$ cat src/rtl/hex_scan_pkg.sv
// Shared definitions for the hex scan display driver.
//   scan_state_t : scan FSM state (BLANK gap, then DRIVE one digit)
//   SEG_BLANK    : active-low segment pattern with every segment off
//   seg7_hex     : hex nibble to active-low {g,f,e,d,c,b,a} pattern
package hex_scan_pkg;

    typedef enum logic [0:0] {
        BLANK = 1'b0,
        DRIVE = 1'b1
    } scan_state_t;

    localparam logic [6:0] SEG_BLANK = 7'h7F;

    function automatic logic [6:0] seg7_hex(input logic [3:0] nib);
        logic [6:0] seg;
        case (nib)
            4'h0:    seg = 7'h40;
            4'h1:    seg = 7'h79;
            4'h2:    seg = 7'h24;
            4'h3:    seg = 7'h30;
            4'h4:    seg = 7'h19;
            4'h5:    seg = 7'h12;
            4'h6:    seg = 7'h02;
            4'h7:    seg = 7'h78;
            4'h8:    seg = 7'h00;
            4'h9:    seg = 7'h10;
            4'hA:    seg = 7'h08;
            4'hB:    seg = 7'h03;
            4'hC:    seg = 7'h46;
            4'hD:    seg = 7'h21;
            4'hE:    seg = 7'h06;
            default: seg = 7'h0E;
        endcase
        return seg;
    endfunction

endpackage

$ cat src/rtl/hex_to_seg7.sv
// Combinational hex nibble to seven-segment decoder.
// Ports:
//   nibble : 4-bit hex digit
//   seg    : active-low segments {g,f,e,d,c,b,a}
module hex_to_seg7
    import hex_scan_pkg::*;
(
    input  logic [3:0] nibble,
    output logic [6:0] seg
);

    assign seg = seg7_hex(nibble);

endmodule

$ cat src/rtl/hex_scan_driver.sv
// Time-multiplexed common-anode seven-segment driver. CPU writes land in a
// shadow register and are committed to the displayed value only at a frame
// boundary, so a frame never mixes old and new digits. Each digit slot opens
// with a blanking gap (all anodes off) to suppress ghosting.
//
// Ports:
//   clck           : system clock, rising edge
//   rst_n          : asynchronous active-low reset
//   data_in        : value written by the CPU (4 bits per digit)
//   data_valid     : one-cycle write strobe for data_in
//   seg_n          : active-low segments {g,f,e,d,c,b,a}, registered
//   an_n           : active-low digit anodes, at most one low, registered
//   update_pending : shadow holds a value not yet committed
//
// Build option: define HEX_SCAN_LZB_EN to blank leading zeros (digit 0 is
// always shown; blanked digits keep their anode timing).
module hex_scan_driver
    import hex_scan_pkg::*;
#(
    parameter int unsigned NUM_DIGITS   = 8,
    parameter int unsigned REFRESH_DIV  = 50000,
    parameter int unsigned BLANK_CYCLES = 16
) (
    input  logic                    clck,
    input  logic                    rst_n,
    input  logic [4*NUM_DIGITS-1:0] data_in,
    input  logic                    data_valid,
    output logic [6:0]              seg_n,
    output logic [NUM_DIGITS-1:0]   an_n,
    output logic                    update_pending
);

    localparam int unsigned DataW = 4 * NUM_DIGITS;
    localparam int unsigned CntW  = (REFRESH_DIV > 1) ? $clog2(REFRESH_DIV) : 1;
    localparam int unsigned DigW  = (NUM_DIGITS > 1) ? $clog2(NUM_DIGITS) : 1;

    scan_state_t           state_q, state_d;
    logic [CntW-1:0]       div_cnt_q, div_cnt_d;
    logic [DigW-1:0]       digit_q, digit_d;
    logic [DataW-1:0]      shadow_q, shadow_d;
    logic [DataW-1:0]      active_q, active_d;
    logic                  pending_q, pending_d;
    logic [6:0]            seg_n_q, seg_n_d;
    logic [NUM_DIGITS-1:0] an_n_q, an_n_d;

    logic                  slot_end;
    logic                  frame_end;
    logic [NUM_DIGITS-1:0] digit_sel;
    logic [3:0]            nibble;
    logic [6:0]            seg_dec;
    logic                  lz_blank;

    assign slot_end  = (div_cnt_q == CntW'(REFRESH_DIV - 1));
    assign frame_end = slot_end && (digit_q == DigW'(NUM_DIGITS - 1));

    // Digit select and nibble mux. Using the current digit/active values is
    // safe: both only change on a slot wrap, which always lands in BLANK.
    always_comb begin
        digit_sel = '0;
        nibble    = 4'h0;
        for (int d = 0; d < int'(NUM_DIGITS); d++) begin
            digit_sel[d] = (digit_q == DigW'(d));
            if (digit_sel[d]) begin
                nibble = active_q[4*d +: 4];
            end
        end
    end

    hex_to_seg7 u_dec (
        .nibble (nibble),
        .seg    (seg_dec)
    );

`ifdef HEX_SCAN_LZB_EN
    // Walk down from the top digit; a digit is blanked while it and every
    // higher nibble are zero. Digit 0 is never considered.
    always_comb begin
        logic zero_above;
        zero_above = 1'b1;
        lz_blank   = 1'b0;
        for (int d = int'(NUM_DIGITS) - 1; d >= 1; d--) begin
            zero_above = zero_above && (active_q[4*d +: 4] == 4'h0);
            if (digit_sel[d] && zero_above) begin
                lz_blank = 1'b1;
            end
        end
    end
`else
    assign lz_blank = 1'b0;
`endif

    // Slot counter, digit index and shadow/active commit.
    always_comb begin
        div_cnt_d = slot_end ? '0 : div_cnt_q + CntW'(1);
        digit_d   = digit_q;
        if (slot_end) begin
            digit_d = (digit_q == DigW'(NUM_DIGITS - 1)) ? '0 : digit_q + DigW'(1);
        end

        shadow_d  = shadow_q;
        active_d  = active_q;
        pending_d = pending_q;
        if (data_valid) begin
            shadow_d  = data_in;
            pending_d = 1'b1;
        end
        if (frame_end) begin
            // A write on the commit cycle bypasses the shadow so it is not
            // delayed by a whole frame.
            if (data_valid) begin
                active_d  = data_in;
                pending_d = 1'b0;
            end else if (pending_q) begin
                active_d  = shadow_q;
                pending_d = 1'b0;
            end
        end
    end

    // Scan FSM; outputs are computed from the next state so the registered
    // outputs change on the same edge as the state.
    always_comb begin
        state_d = state_q;
        an_n_d  = '1;
        seg_n_d = SEG_BLANK;

        unique case (state_q)
            BLANK: begin
                if (div_cnt_q == CntW'(BLANK_CYCLES - 1)) begin
                    state_d = DRIVE;
                end
            end
            DRIVE: begin
                if (slot_end) begin
                    state_d = BLANK;
                end
            end
            default: state_d = BLANK;
        endcase

        if (state_d == DRIVE) begin
            an_n_d  = ~digit_sel;
            seg_n_d = lz_blank ? SEG_BLANK : seg_dec;
        end
    end

    always_ff @(posedge clck or negedge rst_n) begin
        if (!rst_n) begin
            state_q   <= BLANK;
            div_cnt_q <= '0;
            digit_q   <= '0;
            shadow_q  <= '0;
            active_q  <= '0;
            pending_q <= 1'b0;
            seg_n_q   <= SEG_BLANK;
            an_n_q    <= '1;
        end else begin
            state_q   <= state_d;
            div_cnt_q <= div_cnt_d;
            digit_q   <= digit_d;
            shadow_q  <= shadow_d;
            active_q  <= active_d;
            pending_q <= pending_d;
            seg_n_q   <= seg_n_d;
            an_n_q    <= an_n_d;
        end
    end

    assign seg_n          = seg_n_q;
    assign an_n           = an_n_q;
    assign update_pending = pending_q;

endmodule

$ cat config.mk
export PLATFORM = sky130hd
export DESIGN_NAME = hex_scan_driver
export DESIGN_NICKNAME = d
export VERILOG_FILES = /design/src/rtl/hex_scan_pkg.sv /design/src/rtl/hex_to_seg7.sv /design/src/rtl/hex_scan_driver.sv
export SDC_FILE = /design/constraint.sdc
export NUM_CORES = 1
export LEC_CHECK = 0
export CORE_MARGIN = 2
export CORE_UTILIZATION = 33
export DETAILED_ROUTE_END_ITERATION = 8
export PLACE_DENSITY = 0.47
export SLEW_MARGIN = 20
export SYNTH_ARGS = -nofsm -noshare
export SYNTH_HDL_FRONTEND = slang
export SYNTH_SLANG_ARGS = --single-unit
$ cat constraint.sdc
create_clock -name clck -period 6.6 [get_ports clck]
set_input_delay 0.66 -clock clck [delete_from_list [all_inputs] [get_ports clck]]
set_output_delay 0.66 -clock clck [all_outputs]
set_load 0.01 [all_outputs]
Word level (Yosys, flattened, before mapping)
Memory sizes are Yosys's and may differ from the RTL's.
Index checks and enable logic that the tools add are counted.
{"block": "totals", "inputBits": 35, "output_inout_bits": 16, "word_cells": 47, "mem_count": 1, "rom_bits": 112, "reg_bits": 100}
{"memory": "(no name shown)", "depth": 16, "word_bits": 7, "rd": 1, "rd_ports_with_merged_regs": 0, "write_ports": 0, "line": "hex_scan_pkg.sv:16", "rtl": "case (nib)"}
{"block": "op_classes", "addsub": 2, "muxes": 21, "eq_ne": 9, "n_bitwise": 2, "n_reduce_logical": 4}
{"op": "$mux W32", "n": 2}
{"op": "$mux W4", "n": 8}
{"op": "$add A16 B1 Y16 const B", "n": 1}
{"op": "$eq A16 B16 Y1 const B", "n": 1}
{"op": "$eq A16 B4 Y1 const B", "n": 1}
{"op": "$mux W16", "n": 1}
{"op": "$eq A3 B3 Y1 const B", "n": 4}
{"op": "$mux W8", "n": 1}
{"op": "$not A8 Y8", "n": 1}
{"op": "$mux W7", "n": 1}
{"op": "$eq A3 B2 Y1 const B", "n": 2}
{"op": "$mux W1", "n": 6}
{"op": "$add A3 B1 Y3 const B", "n": 1}
{"op": "$eq A3 B1 Y1 const B", "n": 1}
{"op": "$logic_not A3 Y1", "n": 1}
{"op": "$mux W3", "n": 1}
{"op": "$pmux W1 S2", "n": 1}
{"op": "$reduce_and A2 Y1", "n": 1}
{"op": "$reduce_bool A2 Y1", "n": 1}
{"op": "$logic_and A1 B1 Y1", "n": 1}
{"op": "$not A1 Y1", "n": 1}

Longest topological paths before layout
Gate-level depths: netlist (run 1).
An unclocked memory read counts as a cell.
{"block": "logic_depth", "word_depth": 11, "mapped_depth": 14, "mapped_depth_nobuf": 12}

Hierarchy
Synthesis (run 1) repeated with hierarchy kept, for this count alone.
{"block": "unflattened", "cells_unflattened": 364, "hier_area_um2": 4583.1}
{"module": "hex_scan_driver", "area_per_inst_um2": 4307.9, "instances": 1, "cells_per_inst": 332, "seq_area_each_um2": 2521.2}
{"module": "hex_to_seg7", "area_per_inst_um2": 275.3, "instances": 1, "cells_per_inst": 32, "seq_area_each_um2": 0.0}

Worst setup path after synthesis (run 1)
OpenSTA, ideal clock, no wires.
{"block": "synth_path", "path_type": "reg2reg", "start": "register digit_q[2]", "end": "register seg_n_q[3] (netlist: seg_n[3])", "required_time_ns": 6.525, "slack_ns": 3.985, "path_stages_with_launch": 13, "arrival_time_ns": 2.540, "n_path_buf": 2, "setup_ns": 0.075, "cell_sequence": "dfrtp_1 buf_4 inv_1 ha_1 buf_4 nor2_1 a221oi_1 a211oi_1 a221oi_2 inv_1 ha_1 o211ai_1 a2bb2oi_1"}
{"block": "synth_between", "elab_chain_cells": 11, "word_cells_on_any_way": 18}
{"element": "from (decl)", "line": "hex_scan_driver.sv:39", "rtl": "logic [DigW-1:0] digit_q, digit_d;"}
{"element": "from (signal assigned)", "line": "hex_scan_driver.sv:160", "rtl": "digit_q <= digit_d;"}
{"element": "$logic_not A3 Y1", "line": "hex_scan_driver.sv:62", "rtl": "digit_sel[d] = (digit_q == DigW'(d));"}
{"element": "$mux W4 (7 in series)", "line": "hex_scan_driver.sv:63", "rtl": "if (digit_sel[d]) begin"}
{"element": "$mux W4 *", "line": "hex_scan_driver.sv:63"}
{"element": "$mem_v2 Z16 W7 *"}
{"element": "$mux W7 *", "line": "hex_scan_driver.sv:141", "rtl": "if (state_d == DRIVE) begin"}
{"element": "net seg_n_d[3]", "line": "hex_scan_driver.sv:43", "rtl": "logic [6:0] seg_n_q, seg_n_d;"}
{"element": "to (signal assigned)", "line": "hex_scan_driver.sv:164", "rtl": "seg_n_q <= seg_n_d;"}
{"element": "to (decl)", "line": "hex_scan_driver.sv:43"}
The timed path passes the listed nets; every way through them passes the cells marked *.
A chain may end at the register's enable or synchronous reset.

Final worst setup path (run 1)
{"block": "layout_path", "start": "register digit_q[2]", "end": "register seg_n_q[4] (netlist: seg_n[4])"}
The elaborated chain is that of the path after synthesis.

==> results of run 1 <==
-- per-stage QoR --
step / cell area, µm² / power [mW]
3_5_place_dp: 5329 / 0.7157
4_1_cts: 5632 / 1.261
6_report: 5632 / 1.237
5_1_grt: 5632 / 1.289
2_1_floorplan: 4697 / 0.6735
3_3_place_gp: 5329 / 0.7148
-- cell type report --
class / count / area (µm²)
inverters: 14 / 52.55
multi-input cells: 232 / 2017
fillers: 1305 / 8249
well taps: 180 / 225.2
clock buffers: 10 / 239.0
flip-flops and latches: 100 / 2521
repair buffers: 52 / 513.0
clock inverters: 6 / 63.81
-- how the worst max path moves through the flow --
| stage | startpoint | end | slack [ns] |
|---|---|---|---|
| global route | digit_q[2] | seg_n[4] | 2.78 |
| floorplan | digit_q[2] | seg_n[3] | 3.99 |
| CTS | digit_q[2] | seg_n[4] | 3.12 |
| detailed placement | digit_q[2] | seg_n[4] | 3.14 |
| finish | digit_q[2] | seg_n[4] | 3.10 |
| global placement | digit_q[2] | seg_n[4] | 3.17 |
-- logic make-up after synthesis --
kind of cell    share of synthesized area
simple gates                       0.1129
compound gates                    0.08897
buf+inv                           0.03383
mux                                0.1668
flops                              0.5368
fa+ha+maj                         0.03463
xor+xnor                          0.02611
-- power groups by stage --
| stage | clock [mW] | sequential, mW | combinational, mW |
|---|---|---|---|
| floorplan | 0 | 0.647 | 0.0268 |
| global placement | 0 | 0.647 | 0.0675 |
| detailed placement | 0 | 0.648 | 0.0677 |
| CTS | 0.556 | 0.636 | 0.0679 |
| global route | 0.578 | 0.638 | 0.0731 |
| finish | 0.536 | 0.636 | 0.0650 |
-- routing by layer --
metal  up-vias  share of wire  global-route usage  wire (µm)
met2        40           0.46              0.2153       4451
li1       1380              -                   -          -
met5         -              0                   0          0
met1      1468           0.49              0.1910       4753
met4         0          0.012             0.04403        117
met3        10          0.040             0.04290        390
-- flip-flops by register name, indices dropped and copies added (netlist names) --
register        cells
digit_q             3
state_q             1
div_cnt_q          16
an_n                8
update_pending      1
active_q           32
seg_n               7
shadow_q           32
-- critical path, cell delays in order, from the launching register on --
cell	delay [ns]
dfrtp_1	0.79
inv_1	0.25
ha_1	0.45
a221oi_1	0.41
a211oi_1	0.15
a221oi_2	0.44
inv_1	0.17
ha_1	0.26
inv_1	0.13
nor3_1	0.08
a21oi_1	0.15
o221ai_1	0.13
-- synth_stat cells (all sizes together), types with 2 or more instances --
cell type,instances
nor3,3
clkbuf,5
xnor2,7
nor2,22
and4,2
dfrtp,85
ha,13
a221o,6
nor3b,2
a221oi,5
nand3,11
nor4,4
a2111oi,2
a2bb2oi,2
nor2b,6
inv,14
mux2,64
o21ai,8
a31oi,2
mux2i,5
a21oi,8
nand2,17
and2,4
and2b,2
a21o,3
buf,13
nand3b,8
a211oi,5
xor2,7
nand4,3
dfstp,15
==> impl_metrics.tcl, run 1 <==
set metrics [dict create \
    p_comb_frac 0.053 \
    cts_resized 0 \
    cap_violations 0 \
    clkPwrFrac 0.433 \
    clkSinkCount 100 \
    ys_top_cells_by_area "dfrtp_1 (45%), mux2_2 (8.9%), dfstp_2 (8.4%), mux2_1 (6.5%), ha_1 (3.5%)" \
    yosysUniqueCellTypes 58 \
    coreArea_um2 13880 \
    power_switching_mw 0.2656 \
    vdd_drop_max_uv 133.3 \
    final_max_slew_viol_count 0 \
    grtUsageTotal 0.1406 \
    drt_iter0_markers 150 \
    fin_skew_ns 0.01065 \
    fp-row-count 43 \
    initial_utilization 0.3384 \
    tightestPinTransition_ns 0.9020 \
    clock_path_buffers 2 \
    place_congestion 0.8390 \
    port_buffers 50 \
    area_delta_synth_final_pct 19.90 \
    dieArea_um2 15200 \
    h-tree-depth 3 \
    fin_ws_ns 3.099 \
    synthArstFlopShare 1.000 \
    fmax_ghz 0.2856 \
    ff2ff_path_depth 11 \
    netlist.area_leader.share 0.4529 \
    clk_transition_reported_paths_ns 0.07 \
    synth_ff_type "dfrtp_1" \
    syn_area_um2 4697 \
    synth_top_area_cell "dfrtp_1" \
    reg2reg_from "digit_q[2]" \
    ys_ff_latch 100 \
    yosys_warnings 0 \
    drive_above_1_share 0.2198 \
    powerDensity_nw_per_um2 219.7 \
    antenna_found_initial 0 \
    p_seq_frac 0.514 \
    antenna_cells 0 \
    hold_buffers 0 \
    routed_via_density 4.879 \
    num_io_pins 51 \
    rrSetupSlack_ns 3.10 \
    holdWs_ns 0.2308 \
    worstHoldPathType "in -> async" \
    die_h_um 123.3 \
    tns_ns 0 \
    endpoint_kind "flop" \
    grt_overflow 0 \
    ys_seq_area_frac 0.5368 \
    layoutNonFillerInstCount 594 \
    most-common-layout-cells "dfrtp_1 (85), clkdlybuf4s50_1 (49), mux2_2 (37)" \
    rsz0062_at_grt "false" \
    final_nets 457 \
    cts_tree "built" \
    numCtsBuffers 9 \
    period_needed_ns 3.501 \
    syn_area_per_cell_um2 12.90 \
    post-cts-setup-buffers 0 \
    maxSlewHeadroom 0.3954 \
    antenna_left 0 \
    startpoint_type "flop" \
    critPathRequiredTime_ns 6.84 \
    hold_viol 0 \
    r2r-end "seg_n[4]" \
    grt_max_degree 69 \
    pre_cts_ws_ns 3.143 \
    fin_crit_sh 0.5304 \
    swShare 0.2147 \
    final_common_cell "dfrtp_1" \
    crit_type "reg -> reg" \
    setup_viol_count_final 0 \
    die_w_um 123.3 \
    status "completed" \
    grt_pass1_wl_um 16220 \
    placed_cells 578 \
    drc 0 \
    p_int_mw 0.9718 \
    p_leak_nw 2.402 \
    utilization 0.4057 \
    root_buffer "clkbuf_16" \
    vias 2898 \
    routed_wl_um 9713 \
    wl_per_cell_um 16.35 \
    postSynthNetCount 412 \
    dp_hpwl_um 6681 \
    first_pass_iters 4 \
    synth_edf_count 0 \
    syn_inst 364 \
    grt_pass1_vias 3084 \
    cp_max_fo 18 \
    clk_latency_ns 0.35 \
    worstPathArrival_ns 3.74 \
]
Note: power is estimated with default switching activity, not from simulation.
==> inputs of run 2 (changes only) <==
PLACE_DENSITY = 0.49   (was 0.47)
clock period = 2.9 ns   (was 6.6 ns; I/O delays follow)
==> run 2 against run 1 <==
The flow now finishes with violations (negative hold slack); die area is the same; critical path depth grew 1; wire length shrank 1.6%; core utilization grew 1.2 points; highest routed layer unchanged.
==> impl_metrics.tcl, run 2 (synthesis results as in run 1) <==
set metrics [dict create \
    status "complete, but fails checks" \
    violations "negative hold slack" \
    cap_violations 0 \
    drive_above_1_share 0.2436 \
    grt_max_degree 58 \
    rrSetupSlack_ns 0.20 \
    cp_common_cell "inv_1" \
    powerDensity_nw_per_um2 510.5 \
    clock_path_buffers 2 \
    regArea_um2 2521 \
    num_io_pins 51 \
    final_max_slew_viol_count 0 \
    final_nets 470 \
    dieArea_um2 15200 \
    antenna_left 0 \
    die_h_um 123.3 \
    cp.buffers_inverters 3 \
    hold_viol 24 \
    clk_transition_reported_paths_ns 0.07 \
    crit_family "compound AO/OA/AOI/OAI gates" \
    vdd_drop_max_uv 295.7 \
    cp.depth 12 \
    routed_wl_um 9558 \
    fp-row-count 43 \
    n_fill_cell 1323 \
    critPathSlowestCell "dfrtp_1" \
    cp_max_fo 12 \
    grt_pass1_wl_um 15500 \
    port_buffers 50 \
    rsz0062_at_grt "false" \
    placed_cells 590 \
    fin_skew_ns 0.006193 \
    endpoint_kind "flop" \
    area_delta_synth_final_pct 23.57 \
    tightestPinTransition_ns 0.7138 \
    tns_ns 0 \
    p_leak_nw 2.499 \
    critPathRequiredTime_ns 3.17 \
    hold_buffers 0 \
    holdWs_ns -0.01227 \
    initial_utilization 0.3384 \
    multi_input_comb_area_um2 2029 \
    h-tree-depth 3 \
    grtUsageTotal 0.1371 \
    root_buffer "clkbuf_16" \
    routed_via_density 4.898 \
    maxSlewHeadroom 0.5241 \
    clkSinkCount 100 \
    place_congestion 0.8074 \
    fmax_ghz 0.3698 \
    worstHoldPathType "in -> async" \
    grt_pass1_vias 3018 \
    dp_hpwl_um 6938 \
    path_cells "inv_1 > ha_1 > a21o_1 > a221o_1 > a211oi_1 > a221oi_2 > inv_1 > ha_1 > inv_1 > nor3_1 > a21oi_1 > o221ai_1" \
    setup_viol_count_final 0 \
    layoutNonFillerInstCount 607 \
    clk_latency_ns 0.35 \
    startpoint_type "flop" \
    drt_iter0_markers 137 \
    final_common_cell "dfrtp_1" \
    ff2ff_path_depth 12 \
    grt_overflow 0 \
    crit_type "reg -> reg" \
    die_w_um 123.3 \
    first_pass_iters 4 \
    fin_crit_sh 0.9326 \
    max_stage_delay_ns 0.39 \
    worstPathArrival_ns 2.97 \
    coreArea_um2 13880 \
    placed_cell_area_um2 5444 \
    antenna_cells 0 \
    period_needed_ns 2.705 \
    cts_tree "built" \
    drc 0 \
    vias 2973 \
    numCtsBuffers 9 \
    design_area_um2 5804 \
    reg.largest.list "active_q (32), shadow_q (32), div_cnt_q (16)" \
    antenna_found_initial 0 \
    most-common-layout-cells "dfrtp_1 (85), clkdlybuf4s50_1 (49), mux2_2 (37)" \
    wl_per_cell_um 15.75 \
]
[run 2: cell types whose count changed in the layout (fill, tap and decap cells not counted), sizes merged]
cell,previous run,this run
buf,3,16
bufinv,1,3
clkinv,3,1
clkinvlp,2,1
inv,14,15
[run 2: worst paths after layout]
kind                              startpoint           end
worst max-delay path              digit_q[0]      seg_n[4]
worst min-delay path                   rst_n  shadow_q[25]
worst max register to register    digit_q[0]      seg_n[4]
worst min register to register  div_cnt_q[0]  div_cnt_q[0]
max in group asynchronous              rst_n   active_q[9]
min in group clck               div_cnt_q[0]  div_cnt_q[0]
[run 2: layout make-up]
type                    instances  share of cell area
multi-input cells             232              0.3496
clock buffers                  10             0.03945
clock inverters                 6             0.01919
inverters                      14            0.009054
repair buffers                 65              0.1095
well taps                     180             0.03880
flip-flops and latches        100              0.4344
[run 2: routing by layer]
layer  track usage  part of all wire
met5             0                 0
met4       0.03551             0.010
met3       0.04982             0.047
met2        0.2242              0.49
met1        0.1718              0.45
[run 2: power breakdown]
group / switching [mW] / internal (mW)
registers: 0.00962 / 1.44
clock network: 0.520 / 0.845
logic: 0.0654 / 0.0837
[run 2: through the flow]
step	total power [mW]	hold slack, ns	worst slack (ns)	util
floorplan	1.533	-0.005591	0.2854	-
global placement	1.627	0.3995	0.2122	0.3922
detailed placement	1.631	0.3938	0.1109	0.3922
CTS	3.008	0.01186	0.09641	0.4167
global route	3.091	0.04281	0.01692	0.4182
finish	2.963	-0.01227	0.1955	0.4182
[run 2: timing repair]
action,4_1_cts,5_1_grt
buffers inserted,0,1
endpoints found under the hold margin,0,0
resized for setup,0,2
endpoints found under the setup margin,0,5
[run 2: worst reg2reg max path, delay by kind of cell, from the launching register on]
family	cells	cell delay [ns]
flip-flops	1	0.39
buffers and inverters	3	0.32
adder cells (fa/ha/maj)	2	0.55
AO/OA/AOI/OAI	6	1.16
AND/OR/NAND/NOR	1	0.20
